<file path="src/rtl/uart_cmd_pkg.sv">
// Shared definitions for the UART command decoder: state encoding,
// default response bytes and command-byte field positions.
package uart_cmd_pkg;

  localparam logic [2:0] S_IDLE      = 3'd0;
  localparam logic [2:0] S_GET_DATA  = 3'd1;
  localparam logic [2:0] S_WRITE     = 3'd2;
  localparam logic [2:0] S_READ      = 3'd3;
  localparam logic [2:0] S_READ_WAIT = 3'd4;
  localparam logic [2:0] S_SEND      = 3'd5;
  localparam logic [2:0] S_WAIT_TX   = 3'd6;

  localparam logic [7:0] ACK_DEF = 8'hA5;
  localparam logic [7:0] NAK_DEF = 8'h5A;

  localparam int WR_FLAG_BIT = 7;

  // Any set bit between the address field and the write flag makes the command illegal.
  function automatic logic cmd_illegal(input logic [7:0] cmd, input int addr_w);
    return (cmd[6:0] >> addr_w) != 7'd0;
  endfunction

endpackage

</file>
<file path="src/rtl/uart_cmd.sv">
// Byte-level command decoder: turns received UART bytes into single-register
// read/write bus cycles and returns one response byte per command.
module uart_cmd
  import uart_cmd_pkg::*;
#(
  parameter int         ADDR_W  = 4,
  parameter int         TIMEOUT = 50_000_000,
  parameter logic [7:0] ACK     = ACK_DEF,
  parameter logic [7:0] NAK     = NAK_DEF
) (
  input  logic              clk,
  input  logic              rst,
  input  logic              recieved,
  input  logic [7:0]        data_rx,
  input  logic              tx_busy,
  output logic              transmit,
  output logic [7:0]        data_tx,
  output logic              reg_wr,
  output logic              reg_rd,
  output logic [ADDR_W-1:0] reg_addr,
  output logic [7:0]        reg_wdata,
  input  logic [7:0]        reg_rdata,
  output logic              overrun
);

  localparam int                CNT_W    = (TIMEOUT > 2) ? $clog2(TIMEOUT) : 1;
  localparam logic [CNT_W-1:0]  CNT_LAST = CNT_W'(TIMEOUT - 1);

  logic [2:0]       state;
  logic [2:0]       state_nxt;
  logic [CNT_W-1:0] cnt;
  logic             cmd_bad;
  logic             timeout_hit;
  logic             busy_state;

  assign cmd_bad     = cmd_illegal(data_rx, ADDR_W);
  assign timeout_hit = (cnt == CNT_LAST);
  assign busy_state  = (state != S_IDLE) && (state != S_GET_DATA);

  always_ff @(posedge clk) begin
    if (rst) state <= S_IDLE;
    else     state <= state_nxt;
  end

  always_comb begin
    state_nxt = state;
    case (state)
      S_IDLE: begin
        if (recieved) begin
          if (cmd_bad)                   state_nxt = S_SEND;
          else if (data_rx[WR_FLAG_BIT]) state_nxt = S_GET_DATA;
          else                           state_nxt = S_READ;
        end
      end
      S_GET_DATA: begin
        if (recieved)         state_nxt = S_WRITE;
        else if (timeout_hit) state_nxt = S_SEND;
      end
      S_WRITE:     state_nxt = S_SEND;
      S_READ:      state_nxt = S_READ_WAIT;
      S_READ_WAIT: state_nxt = S_SEND;
      S_SEND:      if (!tx_busy) state_nxt = S_WAIT_TX;
      // The UART raises tx_busy the cycle after transmit, so this state always lasts at least one cycle.
      S_WAIT_TX:   if (!tx_busy) state_nxt = S_IDLE;
      default:     state_nxt = S_IDLE;
    endcase
  end

  always_comb begin
    reg_wr   = (state == S_WRITE);
    reg_rd   = (state == S_READ);
    transmit = (state == S_SEND) && !tx_busy;
  end

  always_ff @(posedge clk) begin
    if (rst) begin
      data_tx   <= '0;
      reg_addr  <= '0;
      reg_wdata <= '0;
      overrun   <= 1'b0;
      cnt       <= '0;
    end else begin
      case (state)
        S_IDLE: begin
          if (recieved) begin
            reg_addr <= data_rx[ADDR_W-1:0];
            cnt      <= '0;
            if (cmd_bad) data_tx <= NAK;
          end
        end
        S_GET_DATA: begin
          // A data byte landing on the final count still wins over the timeout.
          if (recieved)         reg_wdata <= data_rx;
          else if (timeout_hit) data_tx   <= NAK;
          else                  cnt       <= cnt + 1'b1;
        end
        S_WRITE:     data_tx <= ACK;
        S_READ_WAIT: data_tx <= reg_rdata;
        default: ;
      endcase
      if (recieved && busy_state) overrun <= 1'b1;
    end
  end

endmodule

</file>
<file path="config.mk">
export PLATFORM = sky130hd
export DESIGN_NAME = uart_cmd
export DESIGN_NICKNAME = d
export VERILOG_FILES = /design/src/rtl/uart_cmd_pkg.sv /design/src/rtl/uart_cmd.sv
export SDC_FILE = /design/constraint.sdc
export NUM_CORES = 1
export LEC_CHECK = 0
export BUFFER_PORTS_ARGS = -buffer_cell sky130_fd_sc_hd__buf_2
export CORE_AREA = 10 10 78 80
export CTS_BUF_LIST = sky130_fd_sc_hd__clkbuf_8
export CTS_CLUSTER_SIZE = 8
export DETAILED_ROUTE_END_ITERATION = 10
export DIE_AREA = 0 0 88 90
export PLACE_DENSITY = 0.85
export SYNTH_ARGS = -nofsm -noshare
export SYNTH_HDL_FRONTEND = slang
export SYNTH_SLANG_ARGS = --single-unit
</file>
<file path="constraint.sdc">
create_clock -name clk -period 2.3 [get_ports clk]
set_clock_uncertainty 0.15 [all_clocks]
set_input_delay 0.115 -clock clk [delete_from_list [all_inputs] [get_ports clk]]
set_output_delay 0.115 -clock clk [all_outputs]
set_load 0.01 [all_outputs]
</file>
==> results.yml, run 1 <==
critical_path:
  critPathRequiredTime_ps: 2360
  crit_path_end_kind: "register"
  criticalPathCategory: "reg -> reg"
  endpoint: "cnt[10]"
  arrival_ps: 2350
  rr_endpoint: "cnt[10]"
  startpoint: "cnt[0]"
  start_kind: "register"
  rr_startpoint: "cnt[0]"
  cp_max_fo: 7
  reg2reg_slack_ps: 2
  reg2reg_depth: 6
cells_and_area:
  mostFrequentLayoutCells: "50 x dfxtp_1, 43 x buf_2, 32 x nand2_1"
  fin_nets: 390
  drive_gt1_share_pct: 21.7
  final_common_cell: "dfxtp_1"
  diodes: 0
  final_core_util_pct: 68.9
  syn_to_final_growth_pct: 24.7
sta:
  finalMaxSlewViolations: 0
  setup_tns_ps: 0
  worstMarginPinSlew_ps: 547
  fmaxAchievable_mhz: 435
  period_minus_slack_ps: 2300
  finalHoldViolCount: 0
  setup_viol: 0
  timing.final.crit_share_pct: 99.9
  max-slew-margin-rel_pct: 63.1
run_status:
  status: "complete, no violations"
clocking:
  numCtsBuffers: 5
  root_buffer: "clkbuf_8"
  cts_num_sinks: 50
  clkTransAtPathRegs_ps: 100
  cts_tree: "done"
  clk_path_buf_depth: 2
  clk_latency_ps: 310
  ctsHtreeMaxLevel: 2
detailed_routing:
  final_antenna_net_count: 0
  vias_per_cell: 6.66
  vias: 2817
  routedWlPerCell_um: 19.1
  dr.pass1.iters: 5
  wl_um: 8090
  drcViolationCount: 0
  drt_iter0_markers: 475
global_route:
  grt_pass1_wl_um: 12600
  overflow: 0
  antenna_found_initial: 0
  grt_pass1_vias: 2610
  grt_usage_pct: 19.0
  grt_max_degree: 28
power:
  switching_share_pct: 28.6
  power.total_mw: 1.95
  p_per_area_nw_per_um2: 616
  combinationalPowerShare_pct: 20.0
  p_sw_mw: 0.558
  p_int_mw: 1.39
  seqPwrFrac_pct: 48.1
  power.share.clock_pct: 31.9
  peakVddDrop_mv: 0.422
  power_leakage_nw: 1.22
placed_design:
  dp_hpwl_um: 5270
  place_congestion: 0.965
  portBuffers: 43
floorplan:
  ioPinCount: 44
  die_h_um: 90
  initial_core_util_pct: 55.2
  dieArea_um2: 7920
  core_area_um2: 4600
  rows: 25
  dieWidth_um: 88
min_path:
  worst_hold_path_type: "in -> reg"
yosys:
  netlist_area_um2: 2540
  netlist-cell-type-count: 60
  ys_seq_area_share_pct: 39.4
  synth-seq-cells: 50
  synthFlopType: "dfxtp_1"
  syn-num-nets: 324
  async_reset_ff_share_pct: 0
  syn_area_per_cell_um2: 8.38
  synth_edf_count: 0
  yosys_warnings: 0
  synth_cells: 303
run:
  drv_cap: 0
-- worst min-delay path by stage --
stage                   end  cells after the start          from  slack [ps]
2_1_floorplan   reg_addr[0]                      2    data_rx[0]         100
3_3_place_gp   reg_wdata[7]                      3    data_rx[7]         220
3_5_place_dp     data_tx[7]                      3  reg_rdata[7]         230
4_1_cts             overrun                      3      recieved          90
5_1_grt             overrun                      3      recieved         110
6_report            overrun                      3      recieved         100
-- registers in the layout (all words and copies together) (netlist names) --
signal	cells
reg_addr	4
overrun	1
cnt	26
reg_wdata	8
state	3
data_tx	8
-- layer usage --
metal	wire, um	vias to the layer above	part of all wire [%]	global-route usage [%]
li1	-	1280	-	-
met1	3130	1295	39	23.9
met2	3900	209	48	30.6
met3	789	33	9.8	2.98
met4	270	0	3.3	8.64
met5	0	-	0	0
-- stage by stage --
| stage | setup slack (ps) | instances | hold WS, ps | area [um2] |
|---|---|---|---|---|
| after CTS | 157 | 423 | 90.0 | 3140 |
| final | 2.14 | 423 | 103 | 3170 |
| after detailed placement | 180 | 399 | 229 | 2870 |
| after global routing | -69.1 | 423 | 114 | 3170 |
| after global placement | 241 | 399 | 216 | 2870 |
| after floorplan | 349 | 303 | 101 | 2540 |
-- kinds of logic (layout without fill, tap and decap cells) --
kind of cell / count (synthesis) / after routing / share of synthesized area (%)
multiplexers: 10 / 10 / 3.94
buffers and inverters: 28 / 94 / 4.58
flip-flops: 50 / 50 / 39.4
AO/OA/AOI/OAI: 84 / 84 / 23.5
adder cells (fa/ha/maj): 1 / 1 / 0.493
AND/OR/NAND/NOR: 130 / 130 / 28.1
-- cells in the mapped netlist (3+ instances only) --
library cell	count	area, um2
and4_1	5	43.8
o21a_1	3	22.5
nor2_1	20	75.1
buf_2	6	30.0
and2_1	8	50.1
a31oi_1	5	31.3
o211ai_1	3	22.5
nor4_1	4	25.0
inv_1	11	41.3
nor2b_1	3	18.8
a32oi_1	3	26.3
dfxtp_1	50	1000
o221a_2	4	45.0
clkbuf_1	10	37.5
o21ai_0	10	50.1
nand2_1	32	120
nor3_1	5	25.0
o32ai_1	5	43.8
nand4_1	10	62.6
mux2i_1	10	100
or3_1	7	43.8
a21oi_1	20	100
nand3_1	14	70.1
o31ai_1	5	37.5
or4_1	4	30.0
-- critical path, cell delays in order (launching register included) --
cell and delay (ps):
dfxtp_1 360, ha_1 240, and3_1 230, nand4_1 160, o221ai_4 170, or4_1 530, a221oi_1 360
-- power groups by stage --
stage,clock (mW),combinational [mW],sequential (mW)
floorplan,0,0.199,0.964
global placement,0,0.333,0.954
detailed placement,0,0.339,0.956
CTS,0.615,0.365,0.936
global route,0.647,0.418,0.945
finish,0.621,0.391,0.938
-- layout make-up --
type | count | area [um2]
fillers | 323 | 1430
flip-flops and latches | 50 | 1000
inverters | 11 | 41.3
well taps | 54 | 67.6
repair buffers | 76 | 505
clock buffers | 5 | 68.8
clock inverters | 2 | 38.8
multi-input cells | 225 | 1440
-- timing repair --
action                                  4_1_cts  5_1_grt
resized for setup                             0        3
hold buffers                                 17        0
setup buffers                                 0        0
endpoints found under the setup margin        0        4
hold endpoints to repair                     21        0
Note: power is estimated with default switching activity, not from simulation.
==> inputs of run 2 (changes only) <==
CORE_AREA = 2 2 70 72   (was 10 10 78 80)
DIE_AREA = 0 0 72 74   (was 0 0 88 90)
==> run 2 against run 1 <==
Net effect:
- clock power fell by 9.5%
- core utilization down 0.73 points
- global-route usage up 8.1 points
- fmax grew 6.0%
- worst hold slack lost 12 ps
- via count fell by 8.1%
- critical path depth down 1
- highest routed layer unchanged
==> results.yml, run 2 (synthesis gave the netlist of run 1 again) <==
global_route:
  grt_pass1_vias: 2439
  grt_usage_pct: 27.1
  overflow: 0
  grt_max_degree: 28
  antenna_found_initial: 0
  grt_pass1_wl_um: 11400
cells_and_area:
  largest_registers: "cnt: 26 flops, data_tx: 8 flops, reg_wdata: 8 flops"
  largest-register: "cnt"
  instances_no_fill: 423
  fin_nets: 389
  diodes: 0
  mostFrequentLayoutCells: "50 x dfxtp_1, 43 x buf_2, 32 x nand2_1"
  drive_gt1_share_pct: 21.7
  syn_to_final_growth_pct: 23.4
  largest_register_ff_count: 26
  fin_area_um2: 3130
  final_common_cell: "dfxtp_1"
power:
  p_int_mw: 1.32
  power.share.clock_pct: 30.1
  combinationalPowerShare_pct: 19.8
  peakVddDrop_mv: 0.442
  p_per_area_nw_per_um2: 596
  switching_share_pct: 29.5
  p_sw_mw: 0.550
  power_leakage_nw: 1.21
  seqPwrFrac_pct: 50.1
sta:
  timing.final.ws_setup_ps: 132
  rsz0062_at_grt: "false"
  max-slew-margin-rel_pct: 62.6
  period_minus_slack_ps: 2170
  setup_viol: 0
  hold_slack_ps: 91.2
  fmaxAchievable_mhz: 461
  timing.final.crit_share_pct: 94.3
  finalMaxSlewViolations: 0
  setup_tns_ps: 0
  finalHoldViolCount: 0
  worstMarginPinSlew_ps: 557
floorplan:
  core_area_um2: 4600
  initial_core_util_pct: 55.2
  ioPinCount: 44
  die_h_um: 74
  rows: 25
  dieArea_um2: 5330
  dieWidth_um: 72
clocking:
  clkTransAtPathRegs_ps: 100
  post_cts_buffers: 0
  clk_latency_ps: 310
  numCtsBuffers: 5
  root_buffer: "clkbuf_8"
  cts_num_sinks: 50
  ctsHtreeMaxLevel: 2
  cts_tree: "done"
  clk_path_buf_depth: 2
critical_path:
  reg2reg_depth: 5
  criticalPathCategory: "reg -> reg"
  rr_startpoint: "cnt[17]"
  rr_endpoint: "cnt[23]"
  cp_max_fo: 7
  critPathRequiredTime_ps: 2370
  reg2reg_slack_ps: 130
  crit_path_end_kind: "register"
  start_kind: "register"
  arrival_ps: 2240
min_path:
  worst_hold_path_type: "in -> reg"
  hold_end: "overrun"
  worstHoldPathCells: 3
  hold_start: "recieved"
placed_design:
  place_congestion: 0.972
  portBuffers: 43
  dp_hpwl_um: 4880
  post-place-ws_ps: 155
  place_inst: 398
  placed_area_um2: 2860
detailed_routing:
  dr.pass1.iters: 5
  routedWlPerCell_um: 16.4
  vias_per_cell: 6.12
  drt_iter0_markers: 294
  drcViolationCount: 0
  final_antenna_net_count: 0
  vias: 2588
  wl_um: 6960
run:
  drv_cap: 0
run_status:
  status: "complete, no violations"
[run 2: cell count changes in the layout (fill, tap and decap cells not counted), sizes merged]
cell,change
clkinv,-1
clkinvlp,+1
bufinv,-1
clkbuf,+1
inv,+1
buf,-1
[run 2: power by group through the flow]
stage,logic (mW),registers (mW),clock network [mW]
2_1_floorplan,0.199,0.964,0
6_report,0.370,0.935,0.562
3_3_place_gp,0.335,0.951,0
5_1_grt,0.400,0.940,0.600
3_5_place_dp,0.340,0.954,0
4_1_cts,0.363,0.934,0.561
[run 2: per-layer routing]
metal	global-route usage [%]	vias up	routed length (um)
li1	-	1273	-
met1	35.3	1188	2970
met2	44.2	109	3450
met3	3.66	18	355
met4	14.3	0	180
met5	0	-	0
[run 2: worst max-delay path, cell delays in order (launching register included)]
cell	delay, ps
dfxtp_1	460
nand4_1	210
or2_0	370
or3_1	420
a221o_1	310
and2_1	150
[run 2: metrics by stage]
stage | utilization [%] | total power [mW]
after floorplan | - | 1.16
after global placement | 62.2 | 1.29
after detailed placement | 62.2 | 1.29
after CTS | 68.0 | 1.86
after global routing | 68.1 | 1.94
final | 68.1 | 1.87
[run 2: layout make-up]
| class | instances | area (um2) |
|---|---|---|
| inverters | 11 | 41.3 |
| fillers | 361 | 1470 |
| multi-input cells | 225 | 1430 |
| clock inverters | 2 | 16.3 |
| repair buffers | 75 | 498 |
| well taps | 54 | 67.6 |
| flip-flops and latches | 50 | 1000 |
| clock buffers | 6 | 82.6 |
[run 2: worst max path at each step]
stage / from / to / slack [ps] / depth (start not counted)
after global routing: cnt[7] / data_tx[6] / 20 / 5
after global placement: cnt[8] / cnt[23] / 220 / 5
after floorplan: cnt[0] / cnt[10] / 350 / 6
final: cnt[17] / cnt[23] / 130 / 5
after detailed placement: cnt[19] / data_tx[6] / 160 / 5
after CTS: cnt[19] / data_tx[6] / 140 / 5
[run 2: repair_timing]
item | CTS | global route
hold buffers | 17 | 0
endpoints found under the hold margin | 21 | 0
resized for setup | 0 | 1
endpoints found under the setup margin | 0 | 4
==> inputs of run 3 (changes only) <==
RECOVER_POWER = 50   (was unset)
==> run 3 against run 2 <==
Net effect:
- worst hold slack got worse by 6.1 ps
- register-to-register slack about the same
- highest routed layer unchanged
- sequential cell count unchanged
- largest power group unchanged
==> results.yml, run 3 (synthesis gave the netlist of run 1 again) <==
clocking:
  root_buffer: "clkbuf_8"
  clk_path_buf_depth: 2
  numCtsBuffers: 5
  post_cts_buffers: 0
  cts_tree: "done"
  clkTransAtPathRegs_ps: 100
  cts_num_sinks: 50
  clk_latency_ps: 310
  ctsHtreeMaxLevel: 2
detailed_routing:
  wl_um: 6980
  drcViolationCount: 0
  final_antenna_net_count: 0
  routedWlPerCell_um: 16.5
  vias_per_cell: 6.21
  vias: 2626
  dr.pass1.iters: 5
  drt_iter0_markers: 317
power:
  switching_share_pct: 29.6
  p_per_area_nw_per_um2: 598
  power_leakage_nw: 1.11
  seqPwrFrac_pct: 50.5
  p_int_mw: 1.31
  combinationalPowerShare_pct: 19.3
  p_sw_mw: 0.548
  power.share.clock_pct: 30.2
  peakVddDrop_mv: 0.416
critical_path:
  reg2reg_depth: 5
  critPathRequiredTime_ps: 2370
  rr_endpoint: "cnt[23]"
  criticalPathCategory: "reg -> reg"
  arrival_ps: 2250
  start_kind: "register"
  rr_startpoint: "cnt[17]"
  cp_max_fo: 7
  reg2reg_slack_ps: 120
  crit_path_end_kind: "register"
sta:
  finalMaxSlewViolations: 0
  setup_tns_ps: 0
  worstMarginPinSlew_ps: 797
  setup_viol: 0
  fmaxAchievable_mhz: 459
  max-slew-margin-rel_pct: 46.7
  timing.final.crit_share_pct: 94.8
  timing.final.ws_setup_ps: 120
  period_minus_slack_ps: 2180
  rsz0062_at_grt: "false"
  finalHoldViolCount: 0
placed_design:
  dp_hpwl_um: 4880
  post-place-ws_ps: 155
  place_congestion: 0.972
  placed_area_um2: 2860
  portBuffers: 43
cells_and_area:
  drive_gt1_share_pct: 15.2
  multi_input_area_um2: 1420
  largest_register_ff_count: 26
  regArea_um2: 1000
  largest_registers: "cnt: 26 flops, data_tx: 8 flops, reg_wdata: 8 flops"
  mostFrequentLayoutCells: "50 x dfxtp_1, 32 x nand2_1, 22 x buf_2, 22 x clkbuf_1, 21 x nor2_1"
  largest-register: "cnt"
  diodes: 0
  num-fill-cells: 376
  syn_to_final_growth_pct: 22.1
  fin_nets: 389
  final_common_cell: "dfxtp_1"
  fin_area_um2: 3100
run:
  drv_cap: 0
min_path:
  worstHoldPathCells: 3
  hold_end: "overrun"
  worst_hold_path_type: "in -> reg"
  hold_start: "recieved"
floorplan:
  rows: 25
  dieWidth_um: 72
  initial_core_util_pct: 55.2
  core_area_um2: 4600
  die_h_um: 74
  ioPinCount: 44
  dieArea_um2: 5330
global_route:
  grt_usage_pct: 27.1
  antenna_found_initial: 0
  grt_pass1_wl_um: 11400
  grt_max_degree: 28
  grt_pass1_vias: 2439
  overflow: 0
run_status:
  status: "complete, no violations"
## run 3: cell types whose count changed in the layout (fill, tap and decap cells not counted)
| cell | before | now |
|---|---|---|
| or2_0 | 1 | 2 |
| buf_4 | 15 | 14 |
| nor2_1 | 20 | 21 |
| nor2_2 | 1 | 0 |
| or2_2 | 1 | 0 |
| clkbuf_1 | 0 | 22 |
| buf_2 | 43 | 22 |
## run 3: power groups by stage
| stage | sequential, mW | clock (mW) | combinational [mW] |
|---|---|---|---|
| floorplan | 0.964 | 0 | 0.199 |
| global placement | 0.951 | 0 | 0.335 |
| detailed placement | 0.954 | 0 | 0.340 |
| CTS | 0.934 | 0.561 | 0.363 |
| global route | 0.941 | 0.600 | 0.388 |
| finish | 0.936 | 0.560 | 0.358 |
## run 3: how the worst max path moves through the flow
stage,start,end,slack (ps),depth (start not counted)
4_1_cts,cnt[19],data_tx[6],140,5
3_5_place_dp,cnt[19],data_tx[6],160,5
3_3_place_gp,cnt[8],cnt[23],220,5
6_report,cnt[17],cnt[23],120,5
2_1_floorplan,cnt[0],cnt[10],350,6
5_1_grt,cnt[7],data_tx[6],20,5
## run 3: cell type report
| class | count | area share (%) |
|---|---|---|
| Multi-Input combinational cell | 225 | 45.9 |
| Sequential cell | 50 | 32.3 |
| Timing Repair Buffer | 75 | 15.1 |
| Clock buffer | 6 | 2.66 |
| Tap cell | 54 | 2.18 |
| Inverter | 11 | 1.33 |
| Clock inverter | 2 | 0.525 |
## run 3: timing repair
| action | CTS | global route |
|---|---|---|
| resized for setup | 0 | 1 |
| hold buffers | 17 | 0 |
| endpoints found under the hold margin | 21 | 0 |
| endpoints found under the setup margin | 0 | 4 |
## run 3: per-stage QoR
step	power, mW	hold slack [ps]	utilization [%]	cells
final	1.85	85.0	67.4	423
after global routing	1.93	107	67.4	423
after CTS	1.86	78.5	68.0	423
after detailed placement	1.29	232	62.2	398
after global placement	1.29	218	62.2	398
after floorplan	1.16	101	-	303
## run 3: routing by layer
layer | GRT usage (%) | vias up | wire length, um
li1 | - | 1277 | -
met1 | 35.3 | 1210 | 3000
met2 | 44.2 | 121 | 3420
met3 | 3.66 | 18 | 370
met4 | 14.3 | 0 | 190
met5 | 0 | - | 0
## run 3: critical path, stage by stage (launching register included)
cell and delay [ps]:
dfxtp_1 460, nand4_1 210, or2_0 370, or3_1 420, a221o_1 310, and2_1 150
